### src/rtl/timer_clint_mc.sv
// Multi-hart machine timer / software-interrupt block: shared prescaled 64-bit mtime, per-hart
// mtimecmp and msip. Optional macro TIMER_AUTORELOAD_EN adds per-hart period auto-reload.
module timer_clint_mc #(
  parameter int XLEN      = 32,
  parameter int NUM_HARTS = 4,
  parameter int PRESC_W   = 16
) (
  input  logic                 clk,
  input  logic                 rst,
  output logic [NUM_HARTS-1:0] int_timer,
  output logic [NUM_HARTS-1:0] int_soft,
  input  logic                 sel,
  input  logic [15:0]          addr,
  input  logic [3:0]           we,
  input  logic [XLEN-1:0]      wdata,
  output logic [XLEN-1:0]      rdata
);

  localparam logic [13:0] W_CTRL  = 14'h2FFC;
  localparam logic [13:0] W_PRESC = 14'h2FFD;
  localparam logic [13:0] W_MTLO  = 14'h2FFE;
  localparam logic [13:0] W_MTHI  = 14'h2FFF;

  function automatic logic [31:0] lane_merge(input logic [31:0] old_v, input logic [31:0] new_v,
                                             input logic [3:0] be);
    logic [31:0] r;
    for (int i = 0; i < 4; i++) begin
      r[8*i +: 8] = be[i] ? new_v[8*i +: 8] : old_v[8*i +: 8];
    end
    return r;
  endfunction

  logic [63:0]          mtime_r;
  logic [63:0]          mtime_nxt_s;
  logic [PRESC_W-1:0]   cnt_r;
  logic [PRESC_W-1:0]   cnt_nxt_s;
  logic [PRESC_W-1:0]   presc_r;
  logic                 en_r;
  logic [NUM_HARTS-1:0] msip_r;
  logic [63:0]          cmp_r     [NUM_HARTS];
  logic [63:0]          cmp_nxt_s [NUM_HARTS];
  logic [NUM_HARTS-1:0] int_timer_r;
  logic [NUM_HARTS-1:0] cmp_true_s;
  logic [NUM_HARTS-1:0] cmp_wr_s;
  logic [NUM_HARTS-1:0] msip_wr_s;
  logic [XLEN-1:0]      rdata_r;
  logic [XLEN-1:0]      rd_val_s;
  logic [XLEN-1:0]      ctrl_val_s;
  logic                 wr_s;
  logic                 rd_s;
  logic                 tick_s;
  logic                 unused_s;
`ifdef TIMER_AUTORELOAD_EN
  logic                 arl_r;
  logic [63:0]          per_r [NUM_HARTS];
  logic [NUM_HARTS-1:0] per_wr_s;
`endif

  assign wr_s     = sel && (we != 4'b0000);
  assign rd_s     = sel && (we == 4'b0000);
  assign tick_s   = en_r && (cnt_r == presc_r);
  assign unused_s = ^addr[1:0];

  // Per-hart address decode and live compare
  always_comb begin
    for (int h = 0; h < NUM_HARTS; h++) begin
      msip_wr_s[h]  = wr_s && (addr[15:2] == 14'(h));
      cmp_wr_s[h]   = wr_s && (addr[15:14] == 2'b01) && (addr[13:3] == 11'(h));
      cmp_true_s[h] = (mtime_r >= cmp_r[h]);
`ifdef TIMER_AUTORELOAD_EN
      per_wr_s[h]   = wr_s && (addr[15:14] == 2'b10) && (addr[13:3] == 11'(h));
`endif
    end
  end

  // Prescaler counter next state; a PRESC write restarts the count
  always_comb begin
    cnt_nxt_s = cnt_r;
    if (wr_s && (addr[15:2] == W_PRESC)) begin
      cnt_nxt_s = '0;
    end else if (tick_s) begin
      cnt_nxt_s = '0;
    end else if (en_r) begin
      cnt_nxt_s = cnt_r + PRESC_W'(1'b1);
    end else begin
      cnt_nxt_s = cnt_r;
    end
  end

  // mtime next state; a bus write owns its word and the other word is left untouched
  always_comb begin
    mtime_nxt_s = mtime_r + 64'(tick_s);
    if (wr_s && (addr[15:2] == W_MTLO)) begin
      mtime_nxt_s = {mtime_r[63:32], lane_merge(mtime_r[31:0], wdata, we)};
    end else if (wr_s && (addr[15:2] == W_MTHI)) begin
      mtime_nxt_s = {lane_merge(mtime_r[63:32], wdata, we), mtime_r[31:0]};
    end else begin
      mtime_nxt_s = mtime_r + 64'(tick_s);
    end
  end

  // mtimecmp next state; bus writes take priority over reload
  always_comb begin
    for (int h = 0; h < NUM_HARTS; h++) begin
      cmp_nxt_s[h] = cmp_r[h];
      if (cmp_wr_s[h]) begin
        if (addr[2]) begin
          cmp_nxt_s[h] = {lane_merge(cmp_r[h][63:32], wdata, we), cmp_r[h][31:0]};
        end else begin
          cmp_nxt_s[h] = {cmp_r[h][63:32], lane_merge(cmp_r[h][31:0], wdata, we)};
        end
      end
`ifdef TIMER_AUTORELOAD_EN
      else if (arl_r && (per_r[h] != 64'd0) && cmp_true_s[h]) begin
        cmp_nxt_s[h] = cmp_r[h] + per_r[h];
      end
`endif
      else begin
        cmp_nxt_s[h] = cmp_r[h];
      end
    end
  end

  // Read mux; unmapped addresses read zero
  always_comb begin
`ifdef TIMER_AUTORELOAD_EN
    ctrl_val_s = {30'b0, arl_r, en_r};
`else
    ctrl_val_s = {31'b0, en_r};
`endif
    rd_val_s = '0;
    case (addr[15:2])
      W_CTRL:  rd_val_s = ctrl_val_s;
      W_PRESC: rd_val_s = XLEN'(presc_r);
      W_MTLO:  rd_val_s = mtime_r[31:0];
      W_MTHI:  rd_val_s = mtime_r[63:32];
      default: begin
        for (int h = 0; h < NUM_HARTS; h++) begin
          rd_val_s = rd_val_s | ((addr[15:2] == 14'(h)) ? {31'b0, msip_r[h]} : 32'h0);
          rd_val_s = rd_val_s | (((addr[15:14] == 2'b01) && (addr[13:3] == 11'(h))) ?
                                 (addr[2] ? cmp_r[h][63:32] : cmp_r[h][31:0]) : 32'h0);
`ifdef TIMER_AUTORELOAD_EN
          rd_val_s = rd_val_s | (((addr[15:14] == 2'b10) && (addr[13:3] == 11'(h))) ?
                                 (addr[2] ? per_r[h][63:32] : per_r[h][31:0]) : 32'h0);
`endif
        end
      end
    endcase
  end

  // Counter, control and timebase registers
  always_ff @(posedge clk or posedge rst) begin
    if (rst) begin
      mtime_r <= 64'd0;
      cnt_r   <= '0;
      presc_r <= '0;
      en_r    <= 1'b0;
`ifdef TIMER_AUTORELOAD_EN
      arl_r   <= 1'b0;
`endif
    end else begin
      mtime_r <= mtime_nxt_s;
      cnt_r   <= cnt_nxt_s;
      if (wr_s && (addr[15:2] == W_PRESC)) begin
        presc_r <= PRESC_W'(lane_merge(32'(presc_r), wdata, we));
      end
      if (wr_s && (addr[15:2] == W_CTRL) && we[0]) begin
        en_r  <= wdata[0];
`ifdef TIMER_AUTORELOAD_EN
        arl_r <= wdata[1];
`endif
      end
    end
  end

  // Per-hart registers and interrupt outputs
  always_ff @(posedge clk or posedge rst) begin
    if (rst) begin
      msip_r      <= '0;
      int_timer_r <= '0;
      for (int h = 0; h < NUM_HARTS; h++) begin
        cmp_r[h] <= '1;
`ifdef TIMER_AUTORELOAD_EN
        per_r[h] <= 64'd0;
`endif
      end
    end else begin
      int_timer_r <= cmp_true_s;
      for (int h = 0; h < NUM_HARTS; h++) begin
        cmp_r[h] <= cmp_nxt_s[h];
        if (msip_wr_s[h] && we[0]) begin
          msip_r[h] <= wdata[0];
        end
`ifdef TIMER_AUTORELOAD_EN
        if (per_wr_s[h]) begin
          if (addr[2]) begin
            per_r[h][63:32] <= lane_merge(per_r[h][63:32], wdata, we);
          end else begin
            per_r[h][31:0] <= lane_merge(per_r[h][31:0], wdata, we);
          end
        end
`endif
      end
    end
  end

  // Registered read data, held when no read is issued
  always_ff @(posedge clk or posedge rst) begin
    if (rst) begin
      rdata_r <= '0;
    end else if (rd_s) begin
      rdata_r <= rd_val_s;
    end
  end

  assign int_timer = int_timer_r;
  assign int_soft  = msip_r;
  assign rdata     = rdata_r;

endmodule

### config.mk
export PLATFORM = sky130hd
export DESIGN_NAME = timer_clint_mc
export DESIGN_NICKNAME = d
export VERILOG_FILES = /design/src/rtl/timer_clint_mc.sv
export SDC_FILE = /design/constraint.sdc
export NUM_CORES = 1
export LEC_CHECK = 0
export BUFFER_PORTS_ARGS = -buffer_cell sky130_fd_sc_hd__buf_2
export CORE_MARGIN = 8
export CORE_UTILIZATION = 30
export DETAILED_ROUTE_END_ITERATION = 8
export GPL_TIMING_DRIVEN = 0
export SYNTH_ARGS = -nofsm -noshare
export SYNTH_HDL_FRONTEND = slang
export SYNTH_SLANG_ARGS = --single-unit
### constraint.sdc
create_clock -name clk -period 16.93 [get_ports clk]
set_clock_uncertainty 0.05 [all_clocks]
set_input_delay 2.5395 -clock clk [delete_from_list [all_inputs] [get_ports clk]]
set_output_delay 2.5395 -clock clk [all_outputs]
set_load 0.02 [all_outputs]
# Word-level counts from Yosys, hierarchy flattened
# Index checks and enable logic that the tools add are counted.
# W data, S select, Z words.
[totals]
mem_bits_rw = 0
mem_count = 0
wordCells = 180
latchBits = 0
reg_bits = 393
romBits = 0
input_bits = 55
out_inout_bits = 40
[classes]
n_lt_le_gt_ge = 4
div_mod_pow = 0
n_eq_ne = 21
reduce_logical = 72
mul = 0
n_shift = 0
n_bitwise = 9
n_mux = 22
n_addsub = 2
[op_table]
columns = ["cell", "n"]
rows = [
  ["$mux W32", 9],
  ["$ge A64 B64 Y1", 4],
  ["$pmux W32 S4", 1],
  ["$or A32 B1 Y32", 3],
  ["$or A32 B32 Y32", 3],
  ["$reduce_and A3 Y1", 32],
  ["$add A64 B1 Y64", 1],
  ["$mux W64", 1],
  ["$eq A14 B14 Y1 const B", 4],
  ["$mux W16", 3],
  ["$mux W8", 4],
  ["$or A1 B32 Y32", 1],
  ["$eq A14 B2 Y1 const B", 2],
  ["$logic_and A1 B1 Y1", 25],
  ["$eq A11 B2 Y1 const B", 2],
  ["$reduce_and A2 Y1", 10],
  ["$ne A2 B2 Y1 const B", 9],
  ["$add A16 B1 Y16 const B", 1],
  ["$eq A16 B16 Y1", 1],
  ["$eq A14 B1 Y1 const B", 1],
  ["$logic_not A14 Y1", 1],
  ["$eq A11 B1 Y1 const B", 1],
  ["$logic_not A11 Y1", 1],
  ["$logic_not A4 Y1", 1],
  ["other kinds (5)", 9],
]

# Logic depth before layout (Yosys ltp)
[depth]
ltp_word = 11
ltp_mapped = 16
ltp_nobuf = 13

# Worst setup path before layout
# OpenSTA, ideal clock, no wires.
[synth_timing]
kind = "input to register"
from = "input port addr[11]"
to = "register cmp_r[192] in the netlist's numbering"
stages = 6
setup_ps = 82
required_time_ps = 16798
arrival_ps = 4612
path_slack_ps = 12186
path_cell_list = "or4_4 -> or4_1 -> or3_4 -> buf_8 -> nor2_4 -> mux2_2"
[synth_via]
elab_chain_len = 3
[synth_rtl]
columns = ["item", "line", "text"]
rows = [
  ["from (decl)", "13", "input logic [15:0] addr,"],
  ["$logic_not A11 Y1", "68", "cmp_wr_s[h] = wr_s && (addr[15:14] == 2'b01) && (addr[13:3] == 11'(h));"],
  ["$logic_and A1 B1 Y1", "68", ""],
  ["$reduce_and A3 Y1 (no line)", "n/a", ""],
  ["to (signal, indexed assignment)", "190", "cmp_r[h] <= cmp_nxt_s[h];"],
  ["to (decl)", "40", "logic [63:0] cmp_r [NUM_HARTS];"],
]
# Every way passes these cells.
# A chain may end at the register's enable or synchronous reset.

# Worst setup path after layout
[layout_timing]
from = "input port addr[11]"
to = "register rdata_r[4], in the netlist rdata[4]"
[layout_via]
elab_chain_len = 11
[layout_rtl]
columns = ["item", "line", "text"]
rows = [
  ["$logic_not A11 Y1", "140", "rd_val_s = rd_val_s | (((addr[15:14] == 2'b01) && (addr[13:3] == 11'(h))) ?"],
  ["$logic_and A1 B1 Y1", "140", ""],
  ["$mux W32", "140", ""],
  ["$or A1 B32 Y32", "140", ""],
  ["$or A32 B1 Y32", "139", "rd_val_s = rd_val_s | ((addr[15:2] == 14'(h)) ? {31'b0, msip_r[h]} : 32'h0);"],
  ["$or A32 B32 Y32", "140", ""],
  ["$or A32 B1 Y32", "139", ""],
  ["$or A32 B32 Y32", "140", ""],
  ["$or A32 B1 Y32", "139", ""],
  ["$or A32 B32 Y32", "140", ""],
  ["$pmux W32 S4 *", "132", "case (addr[15:2])"],
  ["to (signal assigned)", "212", "rdata_r <= rd_val_s;"],
  ["to (decl)", "46", "logic [XLEN-1:0] rdata_r;"],
]
# Every way passes the cells marked *; elsewhere a longest branch is shown, timed or not.

==> out/results.ini <==
[pwr]
combPwrFrac_pct = 6.9
p_leak_nw = 13.15
ir_drop_v = 0.00004619
p_switching_mw = 0.5540
finalPower_mw = 2.178
p_sw_share_pct = 25.43
power_density_nw_per_um2 = 73.53
p_int_mw = 1.624
seq_power_share_pct = 44.3
clockPowerShare_pct = 48.8

[logic_synthesis]
ys_seq_area_share_pct = 38.85
synth_cells = 2828
synthDistinctLibCells = 82
syn_nets = 3142
syn_area_um2 = 26140
ys_ff_latch = 393
synthFlopType = dfstp_2
ys_async_sr_fraction_pct = 100.0
syn_area_per_cell_um2 = 9.242
yosys.area_share.simple_pct = 14.39
synthAdderAreaFrac_pct = 12.40
synth_xor_xnor_area_share_pct = 1.106
synthMuxAreaShare_pct = 10.34
synth-edff-count = 0
yosysWarnings = 0
synth_top_family_by_area = compound AO/OA/AOI/OAI gates
synth-compound-area-share_pct = 16.62

[place]
io_buffers = 75
dp_cells = 4062
gp_routability_congestion = 0.9739
dp_hpwl_um = 77900

[global_routing]
grt.overflow.total = 0
antenna_found_initial = 8
grt_usage_pct = 20.79
grt_pass1_wl_um = 152200
grt_start_max_net_pins = 118
grt_pass1_vias = 22190

[floorplan]
initial_core_util_pct = 30.17
io_pins = 95
rows = 108
die-area_um2 = 96820
die_x_um = 311.2
die_h_um = 311.2
core_um2 = 86620

[clock_network]
htreeDepth = 2
cts_setup_buffers = 0
clk_latency_ns = 0.60
clockBufferDepth = 3
cts-resized-gates = 0
clock-root-buffer = clkbuf_16
hold_buffers = 0
cts.reportedPaths.clkPinSlew_ns = 0.06
cts_tree = done
cts.sinks = 393
cts_buffers = 45

[flow_run]
drv_cap = 1

[min_path]
worstHoldPathType = flop to flop
whs_path_depth = 2
min-delay-start = rdata[28]
hold_end = rdata[28]

[setup_path]
critPathLaunchType = input port
cpMaxStageDelayCell = nor2_1
crit_family = simple AND/OR/NAND/NOR gates
worstPathRequired_ns = 17.41
rrSetupSlack_ns = 12.33
crit_buf_inv = 2
cp_max_fo = 10
cp_data_arrival_time_ns = 7.27
cpMostUsedCell = buf_2
cp.depth = 9
end_kind = flop
reg2reg_to = int_timer[0]
r2r_start = mtime_r[47]
rr_worst_depth = 8
crit_chain = buf_2 > or4_4 > nor4_4 > nand3_1 > nor2_1 > buf_2 > a221oi_1 > o21ai_0 > o211a_1
critPathKind = input port to flop
crit_path_max_incr_delay_ns = 1.17

[cells_and_area]
final_cells = 4148
syn2layout_area_growth_pct = 13.36
drive_gt1_share_pct = 21.69
mostFrequentLayoutCells = 338 x nand2_1, 290 x o21ai_0, 276 x inv_1
fill_cells = 8864
nNetsFinal = 3268
seqCellArea_um2 = 10150
multiInputGateArea_um2 = 14330
final_common_cell = nand2_1

[timing]
period_share_pct = 40.05
tightest_slew_ns = 1.479
finalHoldViolations = 0
fin_crit_ns = 6.781
fmax_mhz = 147.5
finalSetupViolCount = 0
max_slew_margin_pct = 0.8354
timing.hold.ws_ns = 0.4206
drv_slew = 0
rsz0062_at_grt = no

[drt]
drt-total-wl_um = 104500
first_pass_iters = 6
num_vias = 23170
ant_nets = 0
via_per_inst = 5.585
initialDrtViolationCount = 2548
wl_per_cell_um = 25.18
drc = 0

[run_status]
status = finished, violations left
violations = capacitance limit

## worst reg2reg max path, stage by stage, from the launching register on
cell and delay [ns]:
dfrtp_1 0.64, ha_1 0.45, nand4_1 0.30, nor3_1 0.50
nand4_1 0.63, nor3_1 0.99, o21ai_0 0.29, nand4_1 0.43
a31o_2 0.24
## state kept, by name, summed over array words and instances (netlist names)
name / flops
cmp_r: 256
int_timer: 4
cnt_r: 16
en_r: 1
mtime_r: 64
presc_r: 16
int_soft: 4
rdata: 32
## synth_stat cells, drive strengths merged (73+ instances only)
cell type | number | area [µm²]
a21oi | 177 | 885.9
clkbuf | 93 | 349.1
dfrtp | 137 | 3428
dfstp | 256 | 6726
ha | 259 | 3241
inv | 277 | 1040
mux2 | 143 | 1610
mux2i | 73 | 730.7
nand2 | 338 | 1269
nor2 | 146 | 646.9
o21ai | 291 | 1456
## area by class of cell
class / count / share of cell area (%)
clock buffer: 56 / 4.244
inverter: 278 / 3.547
buffer: 140 / 2.036
clock inverter: 25 / 1.035
multi-input combinational: 2017 / 48.38
sequential: 393 / 34.27
timing repair buffer: 79 / 1.563
antenna: 5 / 0.04223
tap: 1155 / 4.878
## per-stage QoR
step | area, µm² | TNS, ns | utilization (%) | setup slack, ns
4_1_cts | 29610 | 0 | 34.19 | 10.62
5_1_grt | 29610 | 0 | 34.19 | 10.33
6_report | 29630 | 0 | 34.20 | 10.15
3_3_place_gp | 27960 | -185.44 | 32.27 | -1.410
2_1_floorplan | 26140 | 0 | - | 3.838
3_5_place_dp | 28050 | 0 | 32.38 | 10.01
## power by group through the flow
stage / Combinational (mW) / Clock, mW / Sequential, mW
after floorplan: 0.0665 / 0 / 0.987
after global routing: 0.159 / 1.11 / 0.965
final: 0.150 / 1.06 / 0.964
after detailed placement: 0.150 / 0 / 0.979
after global placement: 0.147 / 0 / 0.978
after CTS: 0.150 / 1.08 / 0.964
## per-layer routing
layer  track usage, %  part of all wire, %  wire length [µm]  vias to the layer above
met5                0                0.020                21                        -
met4            11.21                  6.3              6604                        4
met3            5.152                   10             10670                      268
met2            30.45                   42             43550                     1202
met1            27.98                   42             43610                    11300
li1                 -                    -                 -                    10400
## how the worst max path moves through the flow
stage / from / end
finish: addr[11] / rdata[4]
global placement: rst / presc_r[14]
floorplan: rst / cnt_r[0]
CTS: addr[11] / rdata[4]
global route: addr[5] / rdata[4]
detailed placement: addr[11] / rdata[4]
## kinds of logic (layout without fill, tap and decap cells)
family / after synthesis / in the layout
and+or+nand+nor: 782 / 782
other: 0 / 5
muxes: 232 / 232
xor gates and xnor gates: 33 / 33
adders and majority gates: 259 / 259
DFF: 393 / 393
AOI/OAI and AO/OA: 711 / 711
buffers and inverters: 418 / 578
No activity file was read; power rests on OpenSTA's default activity.
